## config.mk

```make
export PLATFORM = sky130hd
export DESIGN_NAME = jk_bank_arbiter_flat
export DESIGN_NICKNAME = d
export VERILOG_FILES = /design/src/rtl/jk_bank_arbiter_if.sv /design/src/rtl/jk_bank_arbiter.sv /design/src/flat_wrapper.sv
export SDC_FILE = /design/constraint.sdc
export NUM_CORES = 1
export LEC_CHECK = 0
export ABC_AREA = 1
export CAP_MARGIN = 25
export CORE_UTILIZATION = 50
export CTS_BUF_LIST = sky130_fd_sc_hd__clkbuf_2 sky130_fd_sc_hd__clkbuf_4 sky130_fd_sc_hd__clkbuf_8
export CTS_CLUSTER_DIAMETER = 80
export DETAILED_ROUTE_END_ITERATION = 8
export DONT_BUFFER_PORTS = 1
export GPL_TIMING_DRIVEN = 0
export PLACE_DENSITY = 0.66
export SYNTH_ARGS = -nofsm -noshare
export SYNTH_HDL_FRONTEND = slang
export SYNTH_SLANG_ARGS = --single-unit
```

## constraint.sdc

```tcl
create_clock -name clk -period 5.2 [get_ports clk]
set_input_delay 0.78 -clock clk [delete_from_list [all_inputs] [get_ports clk]]
set_output_delay 0.78 -clock clk [all_outputs]
set_load 0.05 [all_outputs]
```

## src/rtl/jk_bank_arbiter_if.sv

```systemverilog
// Requester/bank-side bundle for jk_bank_arbiter: request, opcode and mask inputs,
// the bank feedback, and the J/K drive, acknowledge and read-back outputs.
interface jk_bank_arbiter_if #(parameter int WIDTH = 4);
    logic [3:0]         req;
    logic [7:0]         op;
    logic [4*WIDTH-1:0] mask;
    logic [WIDTH-1:0]   q;
    logic [WIDTH-1:0]   j;
    logic [WIDTH-1:0]   k;
    logic [3:0]         ack;
    logic [1:0]         gnt_id;
    logic               busy;
    logic [WIDTH-1:0]   rdata;

    modport master (
        output req, op, mask, q,
        input  j, k, ack, gnt_id, busy, rdata
    );

    modport slave (
        input  req, op, mask, q,
        output j, k, ack, gnt_id, busy, rdata
    );
endinterface

```

## src/rtl/jk_bank_arbiter.sv

```systemverilog
// Round-robin arbiter serialising read/clear/set/toggle commands from four requesters
// onto a shared JK flip-flop bank; one DRIVE cycle per operation, then an ack with read-back.
module jk_bank_arbiter #(
    parameter int WIDTH = 4
) (
    input logic           clk,
    input logic           rst,
    jk_bank_arbiter_if.slave bus
);
    typedef enum logic [1:0] {IDLE, DRIVE, DONE} state_t;

    state_t           state, state_next;
    logic [1:0]       ptr;
    logic [1:0]       gnt;
    logic [1:0]       gnt_next;
    logic             grant;
    logic [1:0]       op_l;
    logic [1:0]       op_sel;
    logic [WIDTH-1:0] mask_l;
    logic [WIDTH-1:0] mask_sel;
    logic [WIDTH-1:0] rdata_r;
    logic [WIDTH-1:0] j_d;
    logic [WIDTH-1:0] k_d;

    // First asserted request at or above ptr; the 2-bit add wraps mod 4.
    always_comb begin
        grant    = 1'b0;
        gnt_next = ptr;
        for (int unsigned i = 0; i < 4; i++) begin
            if (!grant && bus.req[ptr + 2'(i)]) begin
                grant    = 1'b1;
                gnt_next = ptr + 2'(i);
            end
        end
    end

    always_comb begin
        op_sel   = '0;
        mask_sel = '0;
        for (int unsigned i = 0; i < 4; i++) begin
            if (gnt_next == 2'(i)) begin
                op_sel   = bus.op[2*i +: 2];
                mask_sel = bus.mask[WIDTH*i +: WIDTH];
            end
        end
    end

    always_comb begin
        state_next = state;
        j_d        = '0;
        k_d        = '0;
        case (state)
            IDLE:  if (grant) state_next = DRIVE;
            DRIVE: begin
                state_next = DONE;
                case (op_l)
                    2'b01:   k_d = mask_l;
                    2'b10:   j_d = mask_l;
                    2'b11: begin
                        j_d = mask_l;
                        k_d = mask_l;
                    end
                    default: ;
                endcase
            end
            DONE:    state_next = IDLE;
            default: state_next = IDLE;
        endcase
    end

    always_ff @(posedge clk) begin
        if (rst) begin
            state   <= IDLE;
            ptr     <= '0;
            gnt     <= '0;
            op_l    <= '0;
            mask_l  <= '0;
            rdata_r <= '0;
        end else begin
            state <= state_next;
            if (state == IDLE && grant) begin
                gnt    <= gnt_next;
                ptr    <= gnt_next + 2'd1;
                op_l   <= op_sel;
                mask_l <= mask_sel;
            end
            // Same JK equation the bank applies at this edge.
            if (state == DRIVE)
                rdata_r <= (j_d & ~bus.q) | (~k_d & bus.q);
        end
    end

    assign bus.j      = j_d;
    assign bus.k      = k_d;
    assign bus.ack    = (state == DONE) ? (4'b0001 << gnt) : 4'b0000;
    assign bus.gnt_id = gnt;
    assign bus.busy   = (state != IDLE);
    assign bus.rdata  = rdata_r;
endmodule

```

## src/flat_wrapper.sv

```systemverilog
// flat-port wrapper written by rule: the top's interface ports become plain ports
module jk_bank_arbiter_flat 
#(
    parameter int WIDTH = 4
)
  (clk, rst, bus_req, bus_op, bus_mask, bus_q, bus_j, bus_k, bus_ack, bus_gnt_id, bus_busy, bus_rdata);
  jk_bank_arbiter_if #(.WIDTH(WIDTH)) bus_i ();
  input logic clk;
  input logic rst;
  input wire logic [$bits(bus_i.req)-1:0] bus_req;
  input wire logic [$bits(bus_i.op)-1:0] bus_op;
  input wire logic [$bits(bus_i.mask)-1:0] bus_mask;
  input wire logic [$bits(bus_i.q)-1:0] bus_q;
  output wire logic [$bits(bus_i.j)-1:0] bus_j;
  output wire logic [$bits(bus_i.k)-1:0] bus_k;
  output wire logic [$bits(bus_i.ack)-1:0] bus_ack;
  output wire logic [$bits(bus_i.gnt_id)-1:0] bus_gnt_id;
  output wire logic [$bits(bus_i.busy)-1:0] bus_busy;
  output wire logic [$bits(bus_i.rdata)-1:0] bus_rdata;
  assign bus_i.req = bus_req;
  assign bus_i.op = bus_op;
  assign bus_i.mask = bus_mask;
  assign bus_i.q = bus_q;
  assign bus_j = bus_i.j;
  assign bus_k = bus_i.k;
  assign bus_ack = bus_i.ack;
  assign bus_gnt_id = bus_i.gnt_id;
  assign bus_busy = bus_i.busy;
  assign bus_rdata = bus_i.rdata;
  jk_bank_arbiter #(.WIDTH(WIDTH)) u_core (.clk(clk), .rst(rst), .bus(bus_i));
endmodule
```

==> results.md <==
- Result of the run: complete, no violations
- Total Routing Usage GR: 0.196
- Highest ir drop seen on vdd: 455 uV
- Share of power burned in the clock network: 0.055
- Share of async-settable or async-resettable flops after synthesis: 0
- Post-CTS setup buffers: 0
- Layout cells sized above 1: 0.184
- Die Y-Extent: 52.7 um
- Crit. path cell count: 21
- Standard cell area after detailed placement: 0.00139 mm^2
- Ant. Diodes: 0
- Worst R2R End: u_core.mask_l[0]
- Net switching power: 0.000645 W
- Ratio of total power to cell area: 780 mW/mm^2
- Cell with the biggest individual delay on the critical path: sky130_fd_sc_hd__dfxtp_1
- Type of element launching the critical path: register
- Number of gates resized after cts: 0
- Synth Area per Inst: 6.12 um^2
- Vias in the first global route: 1082
- CTS Hold Bufs: 0
- Global-route wire length before repair: 4110 um
- Violation count after the first detailed-routing iteration: 20
- Final-layout setup total negative slack: 0 ps
- Placer Congestion: 0.817
- Count of nets left with antenna violations after detail routing: 0
- Effective utilization at floorplan: 0.523
- Largest incremental delay on the critical path: 460 ps
- Count of final setup violators: 0
- Synth top area share: 0.249
- Ports placed on the boundary: 53
- Row count: 18
- Final hold violation count: 0
- CP Capture Type: register
- Switching part of the total: 0.584
- Final Critical Period: 2800 ps
- Total power consumption of the routed design: 0.00110 W
- Most instantiated library cell after synthesis: sky130_fd_sc_hd__nand2_1
- First element of the critical path: u_core.ptr[1]
- Pleak: 0.674 nW
- Crit path arrival time: 3020 ps
- RSZ-0062 raised after global routing: false
- Number of CTS-inserted buffers: 3
- Clock-pin slew reported for the worst setup and hold paths after clock tree synthesis: 80 ps
- Vias: 1298
- Number of H-tree levels: 1
- Number of pins exceeding their max-slew limit in the final report: 0
- Final cycle utilization of the critical path: 0.539
- Number of antenna violations at the first check in global routing: 0
- Ranking of synthesized cells by area: sky130_fd_sc_hd__dfxtp_1, sky130_fd_sc_hd__nand2_1, sky130_fd_sc_hd__a21oi_1
- Unique masters post-synth: 24
- Post-synth top flop: sky130_fd_sc_hd__dfxtp_1
- Mapped Cells: 210
- Die area: 0.00278 mm^2
- Cell area after layout: 0.00142 mm^2
- Area of the core: 0.00245 mm^2
- Drt pass-1 iters: 4
- Cell depth of the worst min-delay path: 2
- Max Cap Violations: 0
- Cell type contributing the most total cell area after synthesis: sky130_fd_sc_hd__dfxtp_1
- Worst reg2reg startpoint: u_core.ptr[1]
- Number of fill cells in the layout: 248
- Relative contribution of combinational cells to total power: 0.724
- X dimension of the die: 52.7 um
- Maximum number of pins on one net before global-route repair: 11
- Layout overhead on the synthesized area: 10.1%
- Drt via density: 5.26
- Path type of the worst min-delay path: reg2reg
- Least-Margin Pin Slew: 901 ps
- Category of cells accounting for the largest share of critical-path delay: simple AND/OR/NAND/NOR gates
- Most prevalent standard cell on the critical path: sky130_fd_sc_hd__nand2_1
- Clock root buffer: sky130_fd_sc_hd__clkbuf_4
- Path depth of the worst reg2reg path: 21
- Required arrival time at the worst endpoint: 5410 ps
- Number of nets in the synthesized netlist: 248
- IO buf count: 0
- Number of DRC violations after detailed routing: 0
- Cells traversed along the worst timing path: inv_2 -> nand2_1 -> nand2_1 -> nand2_1 -> nand2_1 -> nor2_2 -> nand2_1 -> nand2_1 -> nand3_1 -> nand2_1 -> inv_1 -> ha_1 -> nor2_1 -> nand2_1 -> nand2_1 -> o21ai_0 -> nand2_1 -> o21ai_0 -> nand2_1 -> nand2_1 -> a21oi_1
- Post-synth top cells: sky130_fd_sc_hd__nand2_1, sky130_fd_sc_hd__inv_1, sky130_fd_sc_hd__a21oi_1
- Hold Crit Start: u_core.mask_l[1]
- Final worst clock skew: 0.818 ps
- Total overflow reported by the global router: 0
- Routed wire length: 2640 um
- Sequential share of power: 0.221
- Total number of clock tree sinks: 16
- Crit Path Max Fanout: 7
- Per-cell routed wire length: 10.7 um
- Sequential element share of the synthesized area: 0.249
- Count of flip-flops with a built-in enable after synthesis: 0
- Worst slew slack as a fraction of its limit: 0.396
- Worst setup path category: reg2reg
- CTS max path bufs: 2
- Flip-flop and latch count after synthesis: 16
- TritonCTS clock tree: done
- Endpoint of the worst hold-timing path: u_core.mask_l[1]
- Yosys warns: 0
- Post-synthesis cell area: 0.00128 mm^2
- Clock network latency to the later pin of the worst-skew pair: 270 ps
- Hpwl dp: 2210 um
- Post-layout net count: 257
- Flop-to-flop setup slack: 2400 ps
- FMAX: 357 MHz
- Combined buffer and inverter count along the critical path: 2
- Int Pwr: 0.000460 W
[kinds of logic (layout without fill, tap and decap cells)]
logic type	after synthesis	after routing	share of synthesized area
buffers and inverters	34	41	0.113
adder cells (fa/ha/maj)	4	4	0.0389
AND/OR/NAND/NOR	118	118	0.433
AO/OA/AOI/OAI	38	38	0.166
flip-flops	16	16	0.249
[per-stage QoR]
stage / worst slack [ps] / utilization / cells / hold slack [ps]
after detailed placement: 2160 / 0.567 / 244 / 506
after global placement: 2240 / 0.539 / 240 / 468
after floorplan: 2510 / - / 210 / 449
final: 2400 / 0.576 / 247 / 514
after global routing: 2060 / 0.576 / 247 / 544
after CTS: 2410 / 0.576 / 247 / 517
[layout make-up]
type,instances,area [um^2],area share
sequential,16,320,0.226
clock buffer,3,22.5,0.0159
multi-input combinational,160,860,0.607
timing repair buffer,4,30.0,0.0212
tap,30,37.5,0.0265
buffer,4,23.8,0.0168
inverter,30,121,0.0858
[metal layers]
| layer | track usage | up-vias | wire length [um] |
|---|---|---|---|
| met4 | 0.0395 | 0 | 22 |
| met1 | 0.226 | 580 | 1180 |
| met2 | 0.363 | 37 | 1320 |
| met5 | 0 | - | 0 |
| met3 | 0.0435 | 4 | 111 |
| li1 | - | 677 | - |
[registers in the layout, summed over array words and instances, names as in the netlist]
signal,flops
u_core.ptr,2
u_core.mask_l,4
u_core.op_l,2
u_core.bus.gnt_id,2
u_core.bus.rdata,4
u_core.state,2
[worst min-delay path: cells and delay by family (launching register included)]
kind                   cells  cell delay (ps)
buffers and inverters      1              100
AO/OA/AOI/OAI              1               70
flip-flops                 1              300
[how the worst max path moves through the flow]
stage	end
after floorplan	u_core.mask_l[1]
after global placement	u_core.mask_l[1]
after detailed placement	u_core.mask_l[0]
after CTS	bus_j[1]
after global routing	u_core.op_l[0]
final	u_core.mask_l[0]
[power groups by stage]
stage	sequential [W]	clock (W)	combinational, W
after global routing	0.000250	0.0000685	0.000927
final	0.000244	0.0000608	0.000799
after detailed placement	0.000247	0	0.000804
after CTS	0.000244	0.0000633	0.000806
after global placement	0.000246	0	0.000760
after floorplan	0.000241	0	0.000660
[placed cells by master (no fill, tap or decap)]
cell type and n:
sky130_fd_sc_hd__nand2_4 1, sky130_fd_sc_hd__nand3_1 10, sky130_fd_sc_hd__clkbuf_4 3, sky130_fd_sc_hd__o21ai_4 2, sky130_fd_sc_hd__buf_4 4, sky130_fd_sc_hd__buf_6 1, sky130_fd_sc_hd__inv_2 2, sky130_fd_sc_hd__nor3_2 8
sky130_fd_sc_hd__nand2_1 65, sky130_fd_sc_hd__inv_1 25, sky130_fd_sc_hd__clkinv_1 1, sky130_fd_sc_hd__inv_8 1, sky130_fd_sc_hd__nor2_2 1, sky130_fd_sc_hd__buf_2 1, sky130_fd_sc_hd__clkinv_2 1, sky130_fd_sc_hd__clkbuf_1 2
sky130_fd_sc_hd__nor3_1 4, sky130_fd_sc_hd__nand3_2 1, sky130_fd_sc_hd__ha_1 4, sky130_fd_sc_hd__nand3_4 1, sky130_fd_sc_hd__nand2_2 10, sky130_fd_sc_hd__a21oi_1 19, sky130_fd_sc_hd__nor2_4 2, sky130_fd_sc_hd__o21ai_0 17
sky130_fd_sc_hd__dfxtp_1 16, sky130_fd_sc_hd__nor2_8 1, sky130_fd_sc_hd__nor2_1 14
No activity file was read; power rests on OpenSTA's default activity.
